## src/rtl/cini_pkg.sv

```systemverilog
// Shared definitions for the CINI repetition-coded masking datapath.
package cini_pkg;

    localparam int unsigned CINI_N      = 3;
    localparam int unsigned CINI_SHARES = 2;

    typedef enum logic [0:0] {
        CLEAN = 1'b0,
        ALARM = 1'b1
    } cini_det_state_t;

    typedef logic [CINI_N-1:0] cini_word_t;

endpackage

```

## src/rtl/cini_share_check.sv

```systemverilog
// Stage-1 register for a single share: repetition-code consistency flag and decoded bit.
// Each share gets its own instance so share domains never touch in this stage.
module cini_share_check
    import cini_pkg::*;
#(
    parameter int unsigned N = CINI_N
) (
    input  logic         clk,
    input  logic         reset,
    input  logic [N-1:0] i_c,
    output logic         o_err,
    output logic         o_dec
);

    logic r_err;
    logic r_dec;
    logic w_all_one;
    logic w_all_zero;

    assign w_all_one  = &i_c;
    assign w_all_zero = ~(|i_c);

    // Register the inconsistency flag and bit 0 of the codeword.
    always_ff @(posedge clk) begin
        if (reset) begin
            r_err <= 1'b0;
            r_dec <= 1'b0;
        end else begin
            r_err <= ~(w_all_one | w_all_zero);
            r_dec <= i_c[0];
        end
    end

    assign o_err = r_err;
    assign o_dec = r_dec;

endmodule

```

## src/rtl/cini_detect_d1_k1.sv

```systemverilog
// Consistency-check and decode stage behind the first-order CINI multiplier.
// Stage 1 checks each share separately; stage 2 merges only the error flags, runs the
// alarm FSM and the saturating fault counter, and zeroes data while alarmed.
module cini_detect_d1_k1
    import cini_pkg::*;
#(
    parameter int unsigned CNT_W = 8,
    parameter int unsigned N     = CINI_N
) (
    input  logic             clk,
    input  logic             reset,
    input  logic [N-1:0]     port_c_0,
    input  logic [N-1:0]     port_c_1,
    input  logic             port_valid_i,
    input  logic             port_clear_i,
    output logic             port_z_0,
    output logic             port_z_1,
    output logic             port_valid_o,
    output logic             port_alarm_o,
    output logic [CNT_W-1:0] port_err_cnt_o
);

    logic [N-1:0]           w_c [CINI_SHARES];
    logic [CINI_SHARES-1:0] w_err;
    logic [CINI_SHARES-1:0] w_dec;

    logic                   r_v1;
    cini_det_state_t        r_state;
    cini_det_state_t        w_state_d;
    logic                   w_fault;
    logic [CNT_W-1:0]       r_cnt;
    logic [CNT_W-1:0]       w_cnt_d;
    logic                   r_z_0;
    logic                   r_z_1;
    logic                   r_valid_o;
    logic                   w_pass;

    assign w_c[0] = port_c_0;
    assign w_c[1] = port_c_1;

    for (genvar s = 0; s < CINI_SHARES; s++) begin : g_share
        cini_share_check #(
            .N (N)
        ) u_share_check (
            .clk   (clk),
            .reset (reset),
            .i_c   (w_c[s]),
            .o_err (w_err[s]),
            .o_dec (w_dec[s])
        );
    end

    // Stage-1 valid travels alongside the per-share registers.
    always_ff @(posedge clk) begin
        if (reset) begin
            r_v1 <= 1'b0;
        end else begin
            r_v1 <= port_valid_i;
        end
    end

    // Next state and counter; a fault in the same cycle as clear takes precedence.
    always_comb begin
        w_fault   = r_v1 & (|w_err);
        w_state_d = r_state;
        w_cnt_d   = r_cnt;
        case (r_state)
            CLEAN: if (w_fault) w_state_d = ALARM;
            ALARM: if (port_clear_i && !w_fault) w_state_d = CLEAN;
            default: w_state_d = CLEAN;
        endcase
        if (w_fault) begin
            if (port_clear_i) begin
                w_cnt_d = CNT_W'(1);
            end else if (r_cnt != {CNT_W{1'b1}}) begin
                w_cnt_d = r_cnt + CNT_W'(1);
            end
        end else if (port_clear_i) begin
            w_cnt_d = '0;
        end
        // Data leaves only when valid and the product did not push us into (or keep us in) alarm.
        w_pass = r_v1 & (w_state_d == CLEAN);
    end

    // Stage-2 registers: FSM, counter and infective-zeroed outputs.
    always_ff @(posedge clk) begin
        if (reset) begin
            r_state   <= CLEAN;
            r_cnt     <= '0;
            r_z_0     <= 1'b0;
            r_z_1     <= 1'b0;
            r_valid_o <= 1'b0;
        end else begin
            r_state   <= w_state_d;
            r_cnt     <= w_cnt_d;
            r_z_0     <= w_pass & w_dec[0];
            r_z_1     <= w_pass & w_dec[1];
            r_valid_o <= r_v1;
        end
    end

    assign port_z_0       = r_z_0;
    assign port_z_1       = r_z_1;
    assign port_valid_o   = r_valid_o;
    assign port_alarm_o   = (r_state == ALARM);
    assign port_err_cnt_o = r_cnt;

endmodule

```

## config.mk

```make
export PLATFORM = sky130hd
export DESIGN_NAME = cini_detect_d1_k1
export DESIGN_NICKNAME = d
export VERILOG_FILES = /design/src/rtl/cini_pkg.sv /design/src/rtl/cini_share_check.sv /design/src/rtl/cini_detect_d1_k1.sv
export SDC_FILE = /design/constraint.sdc
export NUM_CORES = 1
export LEC_CHECK = 0
export ABC_AREA = 1
export BUFFER_PORTS_ARGS = -buffer_cell sky130_fd_sc_hd__buf_4
export CAP_MARGIN = 30
export CORE_UTILIZATION = 41
export CTS_BUF_LIST = sky130_fd_sc_hd__clkbuf_16
export DETAILED_ROUTE_END_ITERATION = 8
export PLACE_DENSITY_LB_ADDON = 0.12
export REMOVE_ABC_BUFFERS = 1
export SETUP_SLACK_MARGIN = 0.15
export SLEW_MARGIN = 25
export SYNTH_ARGS = -nofsm -noshare
export SYNTH_HDL_FRONTEND = slang
export SYNTH_SLANG_ARGS = --single-unit
```

## constraint.sdc

```tcl
create_clock -name clk -period 1.79 [get_ports clk]
set_clock_uncertainty 0.1 [all_clocks]
set_input_delay 0.179 -clock clk [delete_from_list [all_inputs] [get_ports clk]]
set_output_delay 0.179 -clock clk [all_outputs]
set_load 0.01 [all_outputs]
```

==> results.toml <==
[outcome]
outcome = "finished clean"

[critical_path]
reg2reg_setup_slack_ns = 0.25
ff2ff_path_depth = 8
cp-end-kind = "flop"
cp_num_buf_inv = 0
cp_slowest_cell = "dfxtp_1"
rr_endpoint = "port_err_cnt_o[3]"
start_kind = "flop"
cp_top_family = "simple AND/OR/NAND/NOR gates"
required_ns = 1.82
critPathKind = "flop to flop"
crit_path_max_fanout = 6
r2r-start = "port_err_cnt_o[0]"
crit_top_cell = "nand2_2"
startpoint = "port_err_cnt_o[0]"
crit_chain = "ha_1 > nand2_2 > nor2_4 > nand3_4 > nand2_4 > nand2_2 > nand2_1 > a21oi_1"
crit_arrival_ns = 1.57
cpPeakStageDelay_ns = 0.41

[clock_network]
cts_buffer_depth = 2
cts_hold_buffers = 0
post-cts-setup-buffers = 0
cts-resized-gates = 0
clock-sinks = 17
path_clk_slew_ns = 0.05
clkLatencyLatePin_ns = 0.24
tritoncts = "built"
cts_made_buffers = 3
cts_htree_levels = 1
clock-root-buffer = "clkbuf_16"

[sta]
tightest_slew_ns = 0.297
slew_viol_final = 0
grt_setup_unrepaired = "false"
period_needed_ns = 1.54
fin_crit_sh = 0.858
tns_ns = 0
setup_viol = 0
relSlewSlack = 0.801
max_freq_mhz = 651
hold_viol_final = 0

[synthesis]
synth.distinct_cells = 17
synth.cell_area_um2 = 790
synth-edff-count = 0
synthTopCellsByArea = "dfxtp_1 43%, nand2_1 13%, nand3_1 8.9%, inv_1 6.7%, a21oi_1 6.3%"
ys.flop_type = "dfxtp_1"
synth_top_area_cell = "dfxtp_1"
yosys_warnings = 0
async_flop_share = 0
synth_common_cells = "27 x nand2_1, 17 x dfxtp_1, 14 x inv_1, 14 x nand3_1, 13 x nor2_1"
synthCells = 113
yosys_register_bits = 17
synth_top_area_share = 0.431
synthMostInstantiatedCell = "nand2_1"
avgSynthCellArea_um2 = 6.99
yosysSeqAreaShare = 0.431

[route]
via_count = 739
drt-vias-per-instance = 4.56
ant_nets = 0
drc_errors = 0
wire_per_inst_um = 9.43
drtIter0Drc = 24
drt_wl_total_um = 1530
drt_pre_antenna_iters = 4

[power]
power.internal_mw = 0.717
p_clk_frac = 0.488
power_frac_comb = 0.070
powerDensity_mw_per_mm2 = 846
peakVddDrop_mv = 0.534
pwr-share-seq = 0.442
power_leakage_nw = 0.455
power_switching_mw = 0.176
switching_share = 0.197

[floorplanning]
die_w_um = 45.9
ioPinCount = 22
dieArea_mm2 = 0.00210
initial_utilization = 0.448
core_mm2 = 0.00176
rows = 15
die_y_um = 45.9

[global_routing]
grt_pass1_wl_um = 2460
antenna_found_initial = 0
grt.overflow.total = 0
groute.usage.overall = 0.165
grt_pass1_vias = 606
grt_max_degree = 13

[finish]
antenna_cells = 0
fill_cells = 175
drive_gt1_frac = 0.241
area_delta_synth_final_pct = 33.6
fin_util = 0.598
nNetsFinal = 149

[hold_path]
hold_class = "primary input to flop"
hold_end = "r_v1"
min_from = "port_valid_i"
hold_depth = 3

[placed_design]
dp_hpwl_um = 1200
place.gp.congestion = 0.857
portBuffers = 21

[flow_run]
drv_cap = 0
-- routing by layer --
metal | wire length, um | share of wire | GRT usage
met1 | 765 | 0.50 | 0.215
met5 | 0 | 0 | 0
met2 | 686 | 0.45 | 0.259
met3 | 63 | 0.041 | 0.0357
met4 | 10 | 0.0065 | 0.0706
-- kinds of logic (layout without fill, tap and decap cells) --
group           count (synthesis)  after routing  synth area share
flops                          17             17             0.431
simple gates                   68             68             0.409
compound gates                 10             10            0.0634
fa+ha+maj                       1              1            0.0158
buf+inv                        17             41            0.0808
-- stage by stage --
step | setup slack [ns] | hold slack [ns] | instances | cell area, um^2 | power [mW]
finish | 0.255 | 0.0385 | 162 | 1050 | 0.892
global route | 0.151 | 0.0491 | 162 | 1050 | 0.927
CTS | 0.270 | 0.0394 | 162 | 1050 | 0.901
detailed placement | 0.278 | 0.289 | 158 | 975 | 0.465
global placement | 0.306 | 0.279 | 158 | 975 | 0.463
floorplan | 0.361 | 0.148 | 112 | 786 | 0.433
-- how the worst max path moves through the flow --
stage                   endpoint  slack (ns)  cells past startpoint
3_5_place_dp   port_err_cnt_o[3]        0.28                      8
5_1_grt        port_err_cnt_o[6]        0.15                      8
2_1_floorplan  port_err_cnt_o[2]        0.36                      8
6_report       port_err_cnt_o[3]        0.25                      8
3_3_place_gp   port_err_cnt_o[6]        0.31                      8
4_1_cts        port_err_cnt_o[3]        0.27                      8
-- sequential cells by signal, indices dropped and copies added (netlist names) --
signal / count
g_share.u_share_check.o_err: 2
g_share.u_share_check.o_dec: 2
port_valid_o: 1
port_z_1: 1
port_z_0: 1
port_alarm_o: 1
r_v1: 1
port_err_cnt_o: 8
-- power by group through the flow --
stage | clock [mW] | sequential, mW | combinational, mW
2_1_floorplan | 0 | 0.403 | 0.0296
3_3_place_gp | 0 | 0.402 | 0.0617
3_5_place_dp | 0 | 0.402 | 0.0628
4_1_cts | 0.443 | 0.394 | 0.0630
5_1_grt | 0.463 | 0.395 | 0.0697
6_report | 0.435 | 0.394 | 0.0625
-- cell usage in the layout, fill, tap and decap left out, types with 2 or more instances in the layout --
cell type	Yosys	layout
nand2_2	2	2
inv_1	14	14
nor2_1	13	13
dfxtp_1	17	17
clkbuf_16	0	3
a21oi_1	10	10
nand2_1	27	27
nand3_1	14	14
buf_4	0	21
inv_2	2	2
nor3_1	6	6
-- tightest hold or removal path, delay by kind of cell --
| family | cells | cell delay [ns] |
|---|---|---|
| buffers and inverters | 2 | 0.10 |
| and+or+nand+nor | 1 | 0.06 |
-- area by class of cell --
class	count	area [um^2]	area share
Multi-Input combinational cell	79	385	0.365
Clock inverter	1	5.00	0.00474
Timing Repair Buffer	21	158	0.149
Inverter	16	60.1	0.0569
Clock buffer	3	75.1	0.0712
Sequential cell	17	340	0.323
Tap cell	25	31.3	0.0297
(Power assumes the default switching activity.)
